File: src/rtl/seq_detector_prog_if.sv
// Bit-stream, configuration and status bundle for the programmable sequence detector.
// The driver of the stream and configuration uses master; the detector uses slave.
interface seq_detector_prog_if #(
  parameter int MAX_LEN = 8,
  parameter int CNT_W   = 8,
  parameter int LEN_W   = $clog2(MAX_LEN + 1)
);
  logic               en;
  logic               x;
  logic               cfg_we;
  logic [MAX_LEN-1:0] cfg_pattern;
  logic [LEN_W-1:0]   cfg_len;
  logic               cfg_overlap;
  logic               cnt_clr;
  logic               match;
  logic [CNT_W-1:0]   match_count;
  logic [LEN_W-1:0]   len_q;

  modport master (
    output en, x, cfg_we, cfg_pattern, cfg_len, cfg_overlap, cnt_clr,
    input  match, match_count, len_q
  );

  modport slave (
    input  en, x, cfg_we, cfg_pattern, cfg_len, cfg_overlap, cnt_clr,
    output match, match_count, len_q
  );
endinterface

File: src/rtl/seq_detector_prog.sv
// Programmable serial sequence detector with a runtime-loadable 1..MAX_LEN bit pattern,
// overlap selection, a bit-valid qualifier and a saturating match counter.
module seq_detector_prog #(
  parameter int               MAX_LEN     = 8,
  parameter int               CNT_W       = 8,
  parameter logic [MAX_LEN-1:0] DEF_PATTERN = MAX_LEN'(8'b0110_1100),
  parameter int               DEF_LEN     = 7,
  parameter logic             DEF_OVERLAP = 1'b1,
  localparam int              LEN_W       = $clog2(MAX_LEN + 1)
) (
  input  logic               clk,
  input  logic               rst,
  seq_detector_prog_if.slave bus
);

  logic [MAX_LEN-1:0] pattern_q, pattern_d;
  logic [MAX_LEN-1:0] hist_q,    hist_d;
  logic [LEN_W-1:0]   fill_q,    fill_d;
  logic [LEN_W-1:0]   len_q,     len_d;
  logic               overlap_q, overlap_d;
  logic               match_q,   match_d;
  logic [CNT_W-1:0]   cnt_q,     cnt_d;

  logic [MAX_LEN-1:0] hist_sh;
  logic [LEN_W-1:0]   fill_sh;
  logic [MAX_LEN-1:0] mask;
  logic               hit;

  // Only the low len_q bits of history and pattern take part in the compare.
  always_comb begin
    mask = '0;
    for (int i = 0; i < MAX_LEN; i++) begin
      mask[i] = (LEN_W'(i) < len_q);
    end
  end

  always_comb begin
    pattern_d = pattern_q;
    hist_d    = hist_q;
    fill_d    = fill_q;
    len_d     = len_q;
    overlap_d = overlap_q;
    match_d   = 1'b0;
    hit       = 1'b0;
    hist_sh   = {hist_q[MAX_LEN-2:0], bus.x};
    fill_sh   = (fill_q == LEN_W'(MAX_LEN)) ? fill_q : fill_q + LEN_W'(1);

    if (bus.cfg_we) begin
      pattern_d = bus.cfg_pattern;
      overlap_d = bus.cfg_overlap;
      len_d     = (bus.cfg_len > LEN_W'(MAX_LEN)) ? LEN_W'(MAX_LEN) : bus.cfg_len;
      hist_d    = '0;
      fill_d    = '0;
    end else if (bus.en) begin
      hit     = (len_q != '0) && (fill_sh >= len_q) &&
                (((hist_sh ^ pattern_q) & mask) == '0);
      hist_d  = hist_sh;
      fill_d  = (hit && !overlap_q) ? '0 : fill_sh;
      match_d = hit;
    end
  end

  always_comb begin
    cnt_d = cnt_q;
    if (bus.cnt_clr) begin
      cnt_d = '0;
    end else if (hit && (cnt_q != '1)) begin
      cnt_d = cnt_q + CNT_W'(1);
    end
  end

  always_ff @(posedge clk or posedge rst) begin
    if (rst) begin
      pattern_q <= DEF_PATTERN;
      hist_q    <= '0;
      fill_q    <= '0;
      len_q     <= LEN_W'(DEF_LEN);
      overlap_q <= DEF_OVERLAP;
      match_q   <= 1'b0;
      cnt_q     <= '0;
    end else begin
      pattern_q <= pattern_d;
      hist_q    <= hist_d;
      fill_q    <= fill_d;
      len_q     <= len_d;
      overlap_q <= overlap_d;
      match_q   <= match_d;
      cnt_q     <= cnt_d;
    end
  end

  assign bus.match       = match_q;
  assign bus.match_count = cnt_q;
  assign bus.len_q       = len_q;

endmodule

File: src/flat_wrapper.sv
// flat-port wrapper written by rule: the top's interface ports become plain ports
module seq_detector_prog_flat 
#(
  parameter int               MAX_LEN     = 8,
  parameter int               CNT_W       = 8,
  parameter logic [MAX_LEN-1:0] DEF_PATTERN = MAX_LEN'(8'b0110_1100),
  parameter int               DEF_LEN     = 7,
  parameter logic             DEF_OVERLAP = 1'b1,
  localparam int              LEN_W       = $clog2(MAX_LEN + 1)
)
  (clk, rst, bus_en, bus_x, bus_cfg_we, bus_cfg_pattern, bus_cfg_len, bus_cfg_overlap, bus_cnt_clr, bus_match, bus_match_count, bus_len_q);
  seq_detector_prog_if #(.MAX_LEN(MAX_LEN), .CNT_W(CNT_W)) bus_i ();
  input  logic clk;
  input  logic rst;
  input wire logic [$bits(bus_i.en)-1:0] bus_en;
  input wire logic [$bits(bus_i.x)-1:0] bus_x;
  input wire logic [$bits(bus_i.cfg_we)-1:0] bus_cfg_we;
  input wire logic [$bits(bus_i.cfg_pattern)-1:0] bus_cfg_pattern;
  input wire logic [$bits(bus_i.cfg_len)-1:0] bus_cfg_len;
  input wire logic [$bits(bus_i.cfg_overlap)-1:0] bus_cfg_overlap;
  input wire logic [$bits(bus_i.cnt_clr)-1:0] bus_cnt_clr;
  output wire logic [$bits(bus_i.match)-1:0] bus_match;
  output wire logic [$bits(bus_i.match_count)-1:0] bus_match_count;
  output wire logic [$bits(bus_i.len_q)-1:0] bus_len_q;
  assign bus_i.en = bus_en;
  assign bus_i.x = bus_x;
  assign bus_i.cfg_we = bus_cfg_we;
  assign bus_i.cfg_pattern = bus_cfg_pattern;
  assign bus_i.cfg_len = bus_cfg_len;
  assign bus_i.cfg_overlap = bus_cfg_overlap;
  assign bus_i.cnt_clr = bus_cnt_clr;
  assign bus_match = bus_i.match;
  assign bus_match_count = bus_i.match_count;
  assign bus_len_q = bus_i.len_q;
  seq_detector_prog #(.MAX_LEN(MAX_LEN), .CNT_W(CNT_W), .DEF_PATTERN(DEF_PATTERN), .DEF_LEN(DEF_LEN), .DEF_OVERLAP(DEF_OVERLAP)) u_core (.clk(clk), .rst(rst), .bus(bus_i));
endmodule
File: config.mk
export PLATFORM = sky130hd
export DESIGN_NAME = seq_detector_prog_flat
export DESIGN_NICKNAME = d
export VERILOG_FILES = /design/src/rtl/seq_detector_prog_if.sv /design/src/rtl/seq_detector_prog.sv /design/src/flat_wrapper.sv
export SDC_FILE = /design/constraint.sdc
export NUM_CORES = 1
export LEC_CHECK = 0
export ABC_CLOCK_PERIOD_IN_PS = 4200
export BUFFER_PORTS_ARGS = -buffer_cell sky130_fd_sc_hd__buf_4
export CAP_MARGIN = 20
export CELL_PAD_IN_SITES_DETAIL_PLACEMENT = 1
export CELL_PAD_IN_SITES_GLOBAL_PLACEMENT = 1
export CORE_ASPECT_RATIO = 1.25
export CORE_MARGIN = 2
export CORE_UTILIZATION = 46
export DETAILED_ROUTE_END_ITERATION = 8
export PLACE_DENSITY_LB_ADDON = 0.05
export SYNTH_ARGS = -nofsm -noshare
export SYNTH_HDL_FRONTEND = slang
export SYNTH_SLANG_ARGS = --single-unit
File: constraint.sdc
create_clock -name clk -period 4.2 [get_ports clk]
set_input_delay 0.84 -clock clk [delete_from_list [all_inputs] [get_ports clk]]
set_output_delay 0.84 -clock clk [all_outputs]
set_load 0.03 [all_outputs]
Word level (Yosys, flattened, before mapping)
Index checks and enable logic that the tools add are counted.
{"block": "totals", "register_bits": 33, "output_inout_bits": 13, "word_cells": 43}
{"block": "op_classes", "add_sub_neg": 2, "magnitude_cmp": 10, "n_eq_ne": 2, "n_mux": 11, "bitwise_logic": 2, "n_reduce_logical": 9}
{"cell": "$mux 4", "count": 5}
{"cell": "$lt 3x4->1 const A", "count": 4}
{"cell": "$mux 8", "count": 2}
{"cell": "$mux 7", "count": 2}
{"cell": "$add 8x1->8 const B", "count": 1}
{"cell": "$and 8x8->8", "count": 1}
{"cell": "$logic_not 8->1", "count": 1}
{"cell": "$lt 1x4->1 const A", "count": 2}
{"cell": "$lt 2x4->1 const A", "count": 2}
{"cell": "$ne 8x8->1 const B", "count": 1}
{"cell": "$xor 8x8->8", "count": 1}
{"cell": "$add 4x1->4 const B", "count": 1}
{"cell": "$eq 4x4->1 const B", "count": 1}
{"cell": "$ge 4x4->1", "count": 1}
{"cell": "$gt 4x4->1 const B", "count": 1}
{"cell": "$logic_and 1x1->1", "count": 4}
{"cell": "$reduce_bool 2->1", "count": 2}
{"cell": "$reduce_bool 4->1", "count": 1}
{"cell": "$mux 1", "count": 2}
{"cell": "$logic_not 1->1", "count": 1}

Logic depth before layout (Yosys ltp)
{"block": "depth", "word_depth": 10, "ltp_mapped": 13, "mapped_depth_nobuf": 12}

Least setup slack after synthesis
No wires, ideal clock.
{"block": "synth_path", "path_kind": "reg-to-reg", "from": "register u_core.fill_q[0]", "to": "register u_core.cnt_q[4], in the netlist u_core.bus.match_count[4]", "arrival_time_ns": 2.436, "required_time_ns": 4.122, "path_slack_ns": 1.686, "stages_incl_launch_ff": 14, "synth_period_minus_slack_ns": 2.514, "path_cell_list": "dfrtp_1 -> inv_1 -> ha_1 -> nand2_1 -> nor2_1 -> xnor2_1 -> ha_1 -> nand2b_1 -> a2111oi_0 -> nor3_1 -> and3_1 -> clkbuf_1 -> a21o_1 -> a21oi_1"}
{"block": "synth_via", "elab_chain_cells": 9, "elab_cells_between_ends": 10}
{"element": "start: declaration", "line": "seq_detector_prog.sv:18", "source": "logic [LEN_W-1:0] fill_q, fill_d;"}
{"element": "start signal: assignment", "line": "seq_detector_prog.sv:84", "source": "fill_q <= fill_d;"}
{"element": "$add 4x1->4 / $eq 4x4->1 (equally long branches)", "line": "seq_detector_prog.sv:46", "source": "fill_sh = (fill_q == LEN_W'(MAX_LEN)) ? fill_q : fill_q + LEN_W'(1);"}
{"element": "$mux 4 *", "line": "seq_detector_prog.sv:46"}
{"element": "$ge 4x4->1 *", "line": "seq_detector_prog.sv:55", "source": "hit = (len_q != '0) && (fill_sh >= len_q) &&"}
{"element": "$logic_and 1x1->1 * (2 in a row)", "line": "seq_detector_prog.sv:55"}
{"element": "$mux 1 *", "line": "seq_detector_prog.sv:54", "source": "end else if (bus.en) begin"}
{"element": "$mux 1 *", "line": "seq_detector_prog.sv:48", "source": "if (bus.cfg_we) begin"}
{"element": "$logic_and 1x1->1 *", "line": "seq_detector_prog.sv:67", "source": "end else if (hit && (cnt_q != '1)) begin"}
{"element": "$reduce_bool 2->1 (no line) *"}
{"element": "end signal: assignment", "line": "seq_detector_prog.sv:88", "source": "cnt_q <= cnt_d;"}
{"element": "end: declaration", "line": "seq_detector_prog.sv:22", "source": "logic [CNT_W-1:0] cnt_q, cnt_d;"}
Every way passes the cells marked *; elsewhere a longest branch is shown, timed or not.
A chain may end at the register's enable or synchronous reset.

Worst setup path after layout
{"block": "layout_path", "from": "register u_core.fill_q[0]", "to": "register u_core.cnt_q[7], in the netlist u_core.bus.match_count[7]"}
Same word-level chain as after synthesis.

==> flow_summary_export.csv <==
group,metric,value,unit
run_status,run_status,"complete, no violations",
clock_tree,clk_path_buf_depth,2,
clock_tree,cts_inserted_buffers,5,
job,drv_cap,0,
drt,initial_drc_count,54,
critical_path,critical_path.max_fanout,8,
sta,fmaxAchievable,353,MHz
global_route,grt-ovfl-total,0,
worst_hold_path,min_delay_path_depth,1,
sta,worst_case_headroom_to_the_max_slew_limit,0.661,
drt,final_antenna_violating_net_count,0,
clock_tree,clock_latency_of_the_later_clocked_register_in_the_worst_skew_pair,0.28,ns
logic_synthesis,synth_enable_flop_cells,0,
critical_path,crit_path_max_incr_delay,0.49,ns
logic_synthesis,synth_warnings,0,
critical_path,cp.required,4.37,ns
drt,drcViolationCount,0,
final_layout,drive_above_1_share,0.300,
critical_path,r2r_depth,12,
pwr,power.density_cell_area,335,mW/mm^2
critical_path,cpMaxStageDelayCell,"sky130_fd_sc_hd__a2111oi_0",
sta,setup_viol,0,
logic_synthesis,synth-seq-area-share,0.476,
clock_tree,post_cts.repair.setup_buffers,0,
global_route,initial_antenna_violation_count,0,
final_layout,num-fill-cells,412,
place,pre_cts_ws,1.40,ns
sta,timing.clock.skew,0.0106,ns
drt,drt-wirelength-per-cell,16.4,um
logic_synthesis,synth_top_cell_by_area,"sky130_fd_sc_hd__dfrtp_1",
global_route,first_global_vias,1459,
critical_path,setup.worst_path.start_class,"register",
floorplan,die_area,0.00433,sq mm
pwr,combinationalPowerShare,0.159,
sta,finalHoldViolCount,0,
drt,drt-vias-per-instance,5.61,
clock_tree,clkTransAtPathRegs,0.07,ns
clock_tree,cts_resized,0,
logic_synthesis,netlist-cell-type-count,38,
logic_synthesis,synthesis.instances,168,
global_route,wire_length_of_the_first_global_routing_pass,6760,um
sta,tightest_slew,0.495,ns
final_layout,antenna_cells,0,
drt,route.final.wire_length,3980,um
clock_tree,sink_count_of_the_clock_tree,33,
logic_synthesis,syn-cell-area,0.00176,sq mm
place,place_hpwl,3090,um
clock_tree,cts-htree-levels,2,
sta,timing.final.crit_period,2.83,ns
pwr,fin_total_pwr,717,uW
final_layout,syn2layout_area_growth,21.7,%
sta,setup_total_negative_slack,0,ns
pwr,vdd.ir_drop.worst,0.217,mV
logic_synthesis,syn-num-nets,194,
logic_synthesis,postSynth.asyncResetShare,1.00,
logic_synthesis,syn-mean-instance-area,10.4,sq um
floorplan,floorplan.io_pins,32,
pwr,p_int,527,uW
logic_synthesis,synth.ff_latch_count,33,
floorplan,starting_utilization_of_the_core_area,0.472,
logic_synthesis,netlist.area_leader.share,0.356,
pwr,share_clk_of_total_power,0.346,
place,placement.io_buffers,31,
drt,number_of_detailed_routing_iterations_run_before_antenna_repair,4,
sta,post-route-period-util,0.674,
sta,slew_viol_final,0,
floorplan,die_height,73.1,um
critical_path,critical_path.cell_chain,"inv_1 -> ha_1 -> nand2_1 -> nor2_1 -> xnor2_1 -> ha_1 -> nand2b_1 -> a2111oi_0 -> nor3_1 -> nand3_1 -> nor2_1 -> mux2_2",
clock_tree,clock_tree_from_tritoncts,"built",
clock_tree,post_cts_hold_buffer_count,0,
global_route,grt_usage,0.206,
floorplan,num_rows,25,
critical_path,worstSetupEndpointType,"register",
critical_path,cp_data_arrival_time,3.00,ns
pwr,pwr-share-seq,0.495,
logic_synthesis,yosys-top-cells-area,"sky130_fd_sc_hd__dfrtp_1 36%, sky130_fd_sc_hd__dfstp_2 12%, sky130_fd_sc_hd__mux2_2 6.4%, sky130_fd_sc_hd__xnor2_1 5.5%, sky130_fd_sc_hd__ha_1 5.0%",
logic_synthesis,synth_top_flop_cell,"sky130_fd_sc_hd__dfrtp_1",
logic_synthesis,yosys.cell_count.top_type,"sky130_fd_sc_hd__dfrtp_1",
sta,final.setup.worst_slack,1.37,ns
critical_path,timing.setup.critical_path_class,"register to register",
pwr,leakage_power,0.963,nW
global_route,grt_max_degree,28,
floorplan,core_area,0.00372,sq mm
floorplan,die_width,59.3,um
place,routabilityCongestion,0.815,
clock_tree,clockRootBuffer,"sky130_fd_sc_hd__clkbuf_8",
logic_synthesis,post_synth_most_frequent_cells,"25 x sky130_fd_sc_hd__dfrtp_1, 14 x sky130_fd_sc_hd__nor2_1, 13 x sky130_fd_sc_hd__nand2_1",
pwr,p_switching,189,uW
pwr,swShare,0.264,
final_layout,final_net_count,228,
worst_hold_path,hold_path_class,"register to register",
drt,num_vias,1363,
sta,setup_repair_after_global_routing_missed_its_margin,"false",
cell type report:
class,instances,area [sq um],share of cell area
sequential,33,836,0.391
tap,40,50.0,0.0234
clock buffer,8,90.1,0.0422
multi-input combinational,119,855,0.400
inverter,10,37.5,0.0176
timing repair buffer,33,268,0.125
power by group through the flow:
| stage | logic, mW | clock network, mW | registers [mW] |
|---|---|---|---|
| floorplan | 0.0707 | 0 | 0.363 |
| global placement | 0.108 | 0 | 0.358 |
| detailed placement | 0.112 | 0 | 0.361 |
| CTS | 0.113 | 0.254 | 0.355 |
| global route | 0.128 | 0.269 | 0.357 |
| finish | 0.114 | 0.248 | 0.355 |
critical path: cells and delay by family (launching register included):
family                     cells  cell delay (ns)
and+or+nand+nor                6             0.77
buffers and inverters          1             0.09
DFF                            1             0.41
muxes                          1             0.27
AOI/OAI and AO/OA              1             0.49
xor gates and xnor gates       1             0.21
adders and majority gates      2             0.47
state kept, by name (all words and copies together), names as in the netlist:
| register | count |
|---|---|
| u_core.fill_q | 4 |
| u_core.bus.match | 1 |
| u_core.bus.len_q | 4 |
| u_core.bus.match_count | 8 |
| u_core.pattern_q | 8 |
| u_core.hist_q | 7 |
| u_core.overlap_q | 1 |
stage by stage:
step / util / cells / instance area (sq um) / hold WS [ns]
final: 0.574 / 243 / 2140 / 0.528
after global routing: 0.574 / 243 / 2140 / 0.539
after CTS: 0.566 / 242 / 2110 / 0.534
after detailed placement: 0.542 / 234 / 2020 / 0.518
after global placement: 0.542 / 234 / 2020 / 0.512
after floorplan: - / 168 / 1760 / 0.499
cell usage in the layout (no fill, tap or decap), types with 2 or more instances in the layout:
cell                       Yosys  layout
sky130_fd_sc_hd__o21a_1        3       3
sky130_fd_sc_hd__dfrtp_1      25      25
sky130_fd_sc_hd__o21ai_0       7       7
sky130_fd_sc_hd__clkbuf_8      0       6
sky130_fd_sc_hd__a31oi_1       2       2
sky130_fd_sc_hd__or3_1         3       3
sky130_fd_sc_hd__dfstp_2       8       8
sky130_fd_sc_hd__ha_1          7       7
sky130_fd_sc_hd__buf_4         1      32
sky130_fd_sc_hd__nand4b_1      2       2
sky130_fd_sc_hd__and3_1        4       4
sky130_fd_sc_hd__nand2b_1      2       2
sky130_fd_sc_hd__o22ai_1       3       3
sky130_fd_sc_hd__nand3_1       5       5
sky130_fd_sc_hd__inv_1        10      10
sky130_fd_sc_hd__nor2_1       14      14
sky130_fd_sc_hd__xnor2_1      11      11
sky130_fd_sc_hd__clkbuf_1      1       2
sky130_fd_sc_hd__a21oi_1       7       7
sky130_fd_sc_hd__mux2_2       10      10
sky130_fd_sc_hd__nand2_1      13      13
sky130_fd_sc_hd__nor3_1        2       2
sky130_fd_sc_hd__mux2i_1       8       8
sky130_fd_sc_hd__a22o_1        3       3
final timing paths:
| path | start | endpoint | slack (ns) |
|---|---|---|---|
| max | u_core.fill_q[0] | u_core.bus.match_count[7] | 1.37 |
| min | u_core.pattern_q[0] | u_core.pattern_q[0] | 0.53 |
| max reg2reg | u_core.fill_q[0] | u_core.bus.match_count[7] | 1.37 |
| min reg2reg | u_core.pattern_q[0] | u_core.pattern_q[0] | 0.53 |
| max in group asynchronous | rst | u_core.bus.match_count[2] | 3.02 |
| min in group asynchronous | rst | u_core.bus.match_count[1] | 0.56 |
cells by family after synthesis:
family | count (synthesis) | share of synthesized area
AND/OR/NAND/NOR | 53 | 0.163
flip-flops | 33 | 0.476
AO/OA/AOI/OAI | 30 | 0.109
multiplexers | 18 | 0.110
buffers and inverters | 16 | 0.0371
XOR/XNOR | 11 | 0.0549
adder cells (fa/ha/maj) | 7 | 0.0499
per-layer routing:
metal  vias up  share of wire  global-route usage
met5         -              0                   0
met4         0         0.0075              0.0530
met3         4          0.029              0.0479
met2        24           0.55               0.369
met1       680           0.41               0.241
li1        655              -                   -
(Power assumes the default switching activity.)
